[config.mk]
export PLATFORM = sky130hd
export DESIGN_NAME = exec_unit
export DESIGN_NICKNAME = d
export VERILOG_FILES = /design/src/rtl/exec_unit.sv
export SDC_FILE = /design/constraint.sdc
export NUM_CORES = 1
export LEC_CHECK = 0
export ABC_AREA = 0
export BUFFER_PORTS_ARGS = -buffer_cell sky130_fd_sc_hd__buf_2
export CAP_MARGIN = 5
export CORE_MARGIN = 4
export CORE_UTILIZATION = 57
export DETAILED_ROUTE_END_ITERATION = 12
export HOLD_SLACK_MARGIN = 0.08
export PLACE_DENSITY = 0.82
export REMOVE_ABC_BUFFERS = 1
export SLEW_MARGIN = 20
export SYNTH_ARGS = -nofsm -noshare
export SYNTH_HDL_FRONTEND = slang
export SYNTH_SLANG_ARGS = --single-unit
[constraint.sdc]
create_clock -name clk -period 11.7 [get_ports clk]
set_input_delay 3.51 -clock clk [delete_from_list [all_inputs] [get_ports clk]]
set_output_delay 3.51 -clock clk [all_outputs]
set_load 0.005 [all_outputs]
[src/rtl/exec_unit.sv]
// -----------------------------------------------------------------------------
// exec_unit -- integer execution unit with a valid/ready handshake on both
// sides. Single-cycle ALU ops return their result one cycle after accept;
// MUL (shift-add) and REM (signed, restoring) iterate one bit per cycle and
// return their result 33 cycles after accept.
//
// Ports
//   clk        sole clock, rising edge
//   reset      synchronous, active-low
//   flush      synchronous abort of any in-flight operation
//   in_valid   operation offered          in_ready   operation accepted
//   alu_op     inst_pkg::alu_op_e code    op_a/op_b  operands (op_a = PC for AUIPC)
//   in_rd      destination tag
//   out_valid  result available           out_ready  consumer takes result
//   result     operation result           out_rd     tag of the result
// -----------------------------------------------------------------------------
package inst_pkg;
    typedef enum logic [4:0] {
        OP_NOP   = 5'd0,
        OP_ADD   = 5'd1,
        OP_SUB   = 5'd2,
        OP_XOR   = 5'd3,
        OP_OR    = 5'd4,
        OP_AND   = 5'd5,
        OP_SHL   = 5'd6,
        OP_SHR   = 5'd7,
        OP_SHRU  = 5'd8,
        OP_SLT   = 5'd9,
        OP_SLTU  = 5'd10,
        OP_AUIPC = 5'd11,
        OP_MUL   = 5'd12,
        OP_REM   = 5'd13
    } alu_op_e;
endpackage

module exec_unit
    import inst_pkg::*;
#(
    parameter int XLEN = 32
) (
    input  logic            clk,
    input  logic            reset,
    input  logic            flush,
    input  logic            in_valid,
    output logic            in_ready,
    input  logic [4:0]      alu_op,
    input  logic [XLEN-1:0] op_a,
    input  logic [XLEN-1:0] op_b,
    input  logic [4:0]      in_rd,
    output logic            out_valid,
    input  logic            out_ready,
    output logic [XLEN-1:0] result,
    output logic [4:0]      out_rd
);

    typedef enum logic [1:0] {
        IDLE     = 2'd0,
        MUL_BUSY = 2'd1,
        REM_BUSY = 2'd2
    } state_e;

    state_e          state_q, state_d;
    alu_op_e         op_sel;
    logic [5:0]      cnt_q;          // iterations done, saturates at 32
    logic [XLEN-1:0] x_q;            // multiplicand / dividend, shifts left
    logic [XLEN-1:0] y_q;            // multiplier (shifts right) / divisor
    logic [XLEN-1:0] acc_q;          // partial product / partial remainder
    logic            neg_q;          // REM result takes the sign of op_a
    logic [4:0]      rd_q;

    logic            accept;
    logic            alu_single;
    logic [XLEN-1:0] alu_res;
    logic            step;
    logic            last_step;
    logic [XLEN-1:0] mul_acc_nxt;
    logic [XLEN-1:0] rem_shift;
    logic [XLEN-1:0] rem_nxt;
    logic [XLEN-1:0] iter_res;

    assign op_sel = alu_op_e'(alu_op);

    // Gating with reset and flush keeps in_ready honest: the producer never
    // sees a handshake that the unit is about to ignore.
    assign in_ready = reset && !flush && (state_q == IDLE) && (!out_valid || out_ready);
    assign accept   = in_valid && in_ready;

    // Single-cycle ALU. SHRU is the sign-filling shift (funct7[5]=1 decode).
    always_comb begin
        // NOTE: every output of a combinational block gets a default first so
        // no path through the case leaves it unassigned and infers a latch.
        alu_res    = '0;
        alu_single = 1'b1;
        case (op_sel)
            OP_ADD, OP_AUIPC: alu_res = op_a + op_b;
            OP_SUB:           alu_res = op_a - op_b;
            OP_XOR:           alu_res = op_a ^ op_b;
            OP_OR:            alu_res = op_a | op_b;
            OP_AND:           alu_res = op_a & op_b;
            OP_SHL:           alu_res = op_a << op_b[4:0];
            OP_SHR:           alu_res = op_a >> op_b[4:0];
            OP_SHRU:          alu_res = $unsigned($signed(op_a) >>> op_b[4:0]);
            OP_SLT:           alu_res = {{(XLEN-1){1'b0}}, $signed(op_a) < $signed(op_b)};
            OP_SLTU:          alu_res = {{(XLEN-1){1'b0}}, op_a < op_b};
            default:          alu_single = 1'b0;
        endcase
    end

    // One iteration of each multi-cycle algorithm.
    always_comb begin
        mul_acc_nxt = y_q[0] ? acc_q + x_q : acc_q;
        rem_shift   = {acc_q[XLEN-2:0], x_q[XLEN-1]};
        rem_nxt     = (rem_shift >= y_q) ? rem_shift - y_q : rem_shift;
        iter_res    = (state_q == MUL_BUSY) ? mul_acc_nxt
                    : (neg_q ? -rem_nxt : rem_nxt);
    end

    // Iterations run while busy and below 32; the cycle with cnt_q==32 is the
    // one in which the result is first visible, and the FSM leaves busy then.
    assign step      = (state_q != IDLE) && (cnt_q < 6'd32);
    assign last_step = step && (cnt_q == 6'd31);

    always_comb begin
        state_d = state_q;
        case (state_q)
            IDLE: begin
                if (accept && op_sel == OP_MUL)      state_d = MUL_BUSY;
                else if (accept && op_sel == OP_REM) state_d = REM_BUSY;
            end
            MUL_BUSY, REM_BUSY: begin
                if (cnt_q == 6'd32) state_d = IDLE;
            end
            default: state_d = IDLE;
        endcase
        if (flush) state_d = IDLE;
    end

    always_ff @(posedge clk) begin
        // NOTE: sequential state uses non-blocking assignments so every
        // register samples pre-edge values regardless of statement order.
        if (!reset) state_q <= IDLE;
        else        state_q <= state_d;
    end

    always_ff @(posedge clk) begin
        if (!reset) begin
            cnt_q     <= '0;
            x_q       <= '0;
            y_q       <= '0;
            acc_q     <= '0;
            neg_q     <= 1'b0;
            rd_q      <= '0;
            out_valid <= 1'b0;
            result    <= '0;
            out_rd    <= '0;
        end else if (flush) begin
            out_valid <= 1'b0;
            cnt_q     <= '0;
        end else begin
            if (out_valid && out_ready) out_valid <= 1'b0;

            if (accept) begin
                rd_q  <= in_rd;
                cnt_q <= '0;
                acc_q <= '0;
                if (op_sel == OP_REM) begin
                    // Restoring division works on magnitudes; 0x8000_0000
                    // stays 0x8000_0000 which is its correct unsigned magnitude.
                    x_q   <= op_a[XLEN-1] ? -op_a : op_a;
                    y_q   <= op_b[XLEN-1] ? -op_b : op_b;
                    neg_q <= op_a[XLEN-1];
                end else begin
                    x_q   <= op_a;
                    y_q   <= op_b;
                    neg_q <= 1'b0;
                end
                if (alu_single) begin
                    result    <= alu_res;
                    out_rd    <= in_rd;
                    out_valid <= 1'b1;
                end
            end else if (step) begin
                cnt_q <= cnt_q + 6'd1;
                x_q   <= x_q << 1;
                if (state_q == MUL_BUSY) begin
                    acc_q <= mul_acc_nxt;
                    y_q   <= y_q >> 1;
                end else begin
                    acc_q <= rem_nxt;
                end
                if (last_step) begin
                    result    <= iter_res;
                    out_rd    <= rd_q;
                    out_valid <= 1'b1;
                end
            end
        end
    end

endmodule

==> impl_metrics.yaml, run 1 <==
logic_synthesis:
  postSynthCellCount: 3064
  post-synth-top-area-cell: "dfxtp_1"
  synth.area.top_cells: "dfxtp_1, ha_1, a21oi_1, nor2_1, mux4_2"
  synth_enable_flop_cells: 0
  synth_ff_type: "dfxtp_1"
  total_of_flip_flops_plus_latches_after_synthesis: 148
  yosysSeqAreaShare_pct: 13.8
  synthesis.area_sq_um: 21500
  synth-warning-count: 0
  synth_top_area_share_pct: 13.8
  syn-mean-instance-area_sq_um: 7.03
  asyncSetResetFlopFracSynth_pct: 0
  ys_types: 100
run:
  maxCapViolCount: 0
worst_setup_path:
  worstSetupStartpointType: "input port"
  cp.required_ps: 8190
  timing.rr.start: "x_q[31]$_SDFFE_PN0P_"
  critical_path.endpoint_type: "primary output"
  timing.reg2reg.setup_slack_ps: 5280
  cp-endpoint: "in_ready"
  setup.worst_path.class: "input port to primary output"
  cp.arrival_ps: 5300
  critical_path_peak_fanout: 31
  critical_path.startpoint: "reset"
  reg2regPathDepth: 19
  rr_endpoint: "result[24]$_SDFFE_PN0P_"
cts:
  postCtsSetupBuffers: 0
  cts_buffers: 17
  htree_levels: 4
  clk_pin_slew_ps: 60
  cts_resized: 0
  cts_root_buf: "clkbuf_16"
  tritoncts: "yes"
  clkLatencyLatePin_ps: 440
  clkSinkCount: 148
  cts.hold.buffers_added: 0
  clockBufferDepth: 2
final_layout:
  fraction_of_final_layout_cells_with_drive_strength_greater_than_1_pct: 10.9
  multi_input_area_sq_um: 17100
  nets: 3259
  stdcell_area_sq_um: 22700
  final-instance-count-excl-fill: 3528
  layout_commonest_cell: "nor2_1"
  area_growth_pct: 5.51
  sequential_cell_area_sq_um: 2960
  layout.filler_cells: 3471
  post-route-util_pct: 61.5
  layout_common_cells: "nor2_1, a21oi_1, nand2_1"
route:
  drt_first_pass_iters: 7
  final_antenna_net_count: 0
  drt_drc_violations_left: 0
  num_vias: 25011
  detail_route.wl_per_cell_microns: 25.6
  drt_first_iter_violations: 3647
  wl_microns: 90500
  detail_route.vias_per_cell: 7.09
place:
  gp_routability_congestion: 1.06
  dpl_cell_area_sq_um: 22100
  hpwl_microns: 68600
  port_buffers: 117
  dpl_worst_slack_ps: 3000
  place_inst: 3494
power:
  power.total_mw: 1.87
  p_leak_nw: 9.21
  power.ir.vdd_worst_mv: 0.109
  power-per-cell-area_nw_per_um2: 82.3
timing:
  grt_setup_unrepaired: "no"
  setup_viol: 0
  worst_pin_slew_ps: 1190
  skew_ps: 10.1
  finalCritPeriodShare_pct: 75.3
  min_period_ps: 8810
  post_route_setup_tns_ps: 0
  max_clock_freq_mhz: 114
  slew_headroom_pct: 18.9
  hold-worst-slack_ps: 456
  finalMaxSlewViolations: 0
  timing.final.hold_violations: 0
  post-route-worst-setup-slack_ps: 2890
grt:
  global_route_wire_length_before_repair_microns: 138000
  via_count_of_the_first_global_routing_pass: 23167
  number_of_antenna_violations_at_the_first_check_in_global_routing: 3
  grt_util_all_layers_pct: 42.3
  grt-ovfl-total: 0
  grt_start_max_net_pins: 91
run_status:
  outcome: "finished clean"
hold_path:
  hold_path.class: "flop to flop"
floorplan:
  design.portCount: 118
  die-area_sq_um: 41000
  coreArea_sq_um: 37000
  fp.dieH_microns: 202
  floorplan.initialDensity_pct: 58.3
  fp-row-count: 70
  dieWidth_microns: 202
## critical path, stage by stage
cell and delay (ps):
buf_2 560, clkinv_2 550, nor2_1 270, and3_1 250
buf_2 150
## logic make-up (layout without fill, tap and decap cells)
group           Yosys count  in the layout  share of synthesized area [%]
buf+inv                 390            348                           7.37
simple gates           1020           1020                           21.7
fa+ha+maj               171            171                           10.1
compound gates         1052           1052                           31.7
xor+xnor                131            131                           5.32
other cells               0              2                              0
flops                   148            148                           13.8
mux                     152            152                           10.1
## registers in the layout (all words and copies together), names as in the netlist
register,count
rd_q,5
result,32
acc_q,32
cnt_q,6
out_valid,1
state_q,2
y_q,32
out_rd,5
x_q,32
neg_q,1
## worst min-delay path by stage
stage,startpoint,endpoint,depth (start not counted)
finish,state_q[1]$_SDFFE_PP0P_,state_q[1]$_SDFFE_PP0P_,2
CTS,state_q[1]$_SDFFE_PP0P_,state_q[1]$_SDFFE_PP0P_,2
global placement,state_q[1]$_SDFFE_PP0P_,state_q[1]$_SDFFE_PP0P_,2
global route,state_q[1]$_SDFFE_PP0P_,state_q[1]$_SDFFE_PP0P_,2
detailed placement,state_q[1]$_SDFFE_PP0P_,state_q[1]$_SDFFE_PP0P_,2
floorplan,state_q[1]$_SDFFE_PP0P_,state_q[1]$_SDFFE_PP0P_,2
## per-layer routing
layer	up-vias	wire, microns	GRT usage [%]
li1	11187	-	-
met1	11745	35600	56.7
met3	307	10800	9.32
met5	-	13	0
met2	1770	38800	63.9
met4	2	5260	21.9
## report_power, final
part / internal (mW) / leakage, nW / switching (mW)
Clock: 0.321 / 0.274 / 0.232
Combinational: 0.270 / 7.74 / 0.523
Sequential: 0.513 / 1.20 / 0.0102
Total: 1.10 / 9.21 / 0.766
## layout make-up
| class | count | share of cell area (%) |
|---|---|---|
| inverter | 163 | 2.70 |
| clock inverter | 11 | 0.561 |
| sequential | 148 | 13.0 |
| timing repair buffer | 153 | 3.78 |
| tap | 504 | 2.77 |
| antenna | 2 | 0.0220 |
| multi-input combinational | 2526 | 75.2 |
| clock buffer | 21 | 1.98 |
## synthesized netlist by cell type (all sizes together) (16+ instances only)
library cell    n
o211ai         44
a31oi          48
nand3          97
or3            30
o21ai         227
a221oi         37
o31ai          30
mux4           49
nand2         275
a22oi          35
inv           161
o221ai         19
mux2i          77
nor4           31
o21a           17
nand2b         26
nand4          30
mux2           26
xor2           38
dfxtp         148
a211oi         65
o21bai         16
ha            167
a21o           43
nor3           68
a311oi         22
buf            42
clkbuf        185
a21oi         319
nor2          374
xnor2          93
Power figures use the tool's default switching activity.
==> inputs of run 2 (changes only) <==
- clock period: 11.7 -> 8.9 ns (I/O delays scaled with it)
==> impl_metrics.yaml, run 2 (synthesized netlist as in run 1, its figures left out) <==
run_status:
  outcome: "finished clean"
worst_setup_path:
  worstSetupStartpointType: "input port"
  critPathMostFrequentCell: "buf_2"
  cp.required_ps: 6230
  sum_of_buffers_and_inverters_on_the_critical_path: 3
  crit_path_cell_trace: "buf_2 > clkinv_2 > nor2_1 > and3_1 > buf_2"
  cpMaxStageDelayCell: "buf_2"
  path_delay_family: "buffers and inverters"
  critical_path.endpoint_type: "primary output"
  critPathMaxStageDelay_ps: 580
  cp.arrival_ps: 4440
  setup.worst_path.class: "input port to primary output"
  critical_path_peak_fanout: 31
final_layout:
  fraction_of_final_layout_cells_with_drive_strength_greater_than_1_pct: 11.1
  antenna_cells: 0
  area_growth_pct: 5.80
  layout_commonest_cell: "nor2_1"
  layout_common_cells: "nor2_1, a21oi_1, nand2_1"
  post-route-util_pct: 61.7
  stdcell_area_sq_um: 22800
  nets: 3266
hold_path:
  hold_path.class: "flop to flop"
power:
  p_leak_nw: 9.26
  power.ir.vdd_worst_mv: 0.0976
  power-per-cell-area_nw_per_um2: 109
grt:
  global_route_wire_length_before_repair_microns: 137000
  grt-ovfl-total: 0
  number_of_antenna_violations_at_the_first_check_in_global_routing: 0
  grt_start_max_net_pins: 88
  via_count_of_the_first_global_routing_pass: 22936
  grt_util_all_layers_pct: 41.8
cts:
  htree_levels: 4
  clkLatencyLatePin_ps: 440
  cts.hold.buffers_added: 0
  postCtsSetupBuffers: 0
  cts_root_buf: "clkbuf_16"
  cts_buffers: 17
  clk_pin_slew_ps: 70
  cts_resized: 0
  clockBufferDepth: 2
  clkSinkCount: 148
  tritoncts: "yes"
timing:
  skew_ps: 13.5
  worst_pin_slew_ps: 1100
  max_clock_freq_mhz: 141
  finalMaxSlewViolations: 0
  finalCritPeriodShare_pct: 79.9
  min_period_ps: 7110
  grt_setup_unrepaired: "no"
  setup_viol: 0
  timing.final.hold_violations: 0
  slew_headroom_pct: 26.1
route:
  drt_drc_violations_left: 0
  num_vias: 24856
  drt_first_pass_iters: 10
  drt_first_iter_violations: 3306
  final_antenna_net_count: 0
  wl_microns: 90100
  detail_route.wl_per_cell_microns: 25.5
  detail_route.vias_per_cell: 7.04
floorplan:
  coreArea_sq_um: 37000
  fp.dieH_microns: 202
  die-area_sq_um: 41000
  floorplan.initialDensity_pct: 58.3
  fp-row-count: 70
  dieWidth_microns: 202
  design.portCount: 118
place:
  port_buffers: 117
  gp_routability_congestion: 1.04
  hpwl_microns: 68200
  dpl_cell_area_sq_um: 22200
run:
  maxCapViolCount: 0
==> run 2: cell types whose count changed in the layout (fill, tap and decap cells not counted), sizes merged <==
cell    change
diode       -2
inv         +2
clkinv      -1
buf         +7
clkbuf      -1
==> run 2: worst paths after layout <==
path / from / end / slack (ps) / cells after the start
worst max register to register: y_q[0]$_SDFFE_PN0P_ / result[30]$_SDFFE_PN0P_ / 2700 / 18
worst min register to register: state_q[1]$_SDFFE_PP0P_ / state_q[1]$_SDFFE_PP0P_ / 460 / 2
worst max-delay path: reset / in_ready / 1790 / 5
worst min-delay path: state_q[1]$_SDFFE_PP0P_ / state_q[1]$_SDFFE_PP0P_ / 460 / 2
==> run 2: tightest hold or removal path, cell delays in order (launching register included) <==
cell     delay [ps]
dfxtp_1         310
nand2_1          50
a21oi_1          50
==> run 2: area by class of cell <==
| cell class | count | area (sq um) |
|---|---|---|
| clock inverter | 12 | 144 |
| timing repair buffer | 160 | 911 |
| sequential | 148 | 2960 |
| inverter | 163 | 613 |
| tap | 504 | 631 |
| fill | 3521 | 14200 |
| clock buffer | 20 | 457 |
| multi-input combinational | 2526 | 17100 |
==> run 2: per-stage QoR <==
step           setup slack [ps]  std cells  power (mW)  hold slack (ps)  setup TNS, ps
6_report                   1790       3533        2.48              460              0
5_1_grt                    1680       3533        2.58              495              0
4_1_cts                    1820       3533        2.44              460              0
3_5_place_dp               1850       3501        1.69              452              0
3_3_place_gp               1920       3501        1.68              438              0
2_1_floorplan             -99.5       2837        1.36              432          -1620
==> run 2: power breakdown <==
group	internal, mW	switching (mW)
clock	0.433	0.323
sequential	0.675	0.0134
combinational	0.357	0.679
total	1.46	1.02
==> run 2: per-layer routing <==
metal / vias to the layer above / track usage (%) / wire (microns)
met5: - / 0 / 0
met4: 0 / 17.8 / 4440
met3: 281 / 8.52 / 10600
met2: 1693 / 65.4 / 39300
met1: 11673 / 56.1 / 35700
li1: 11209 / - / -
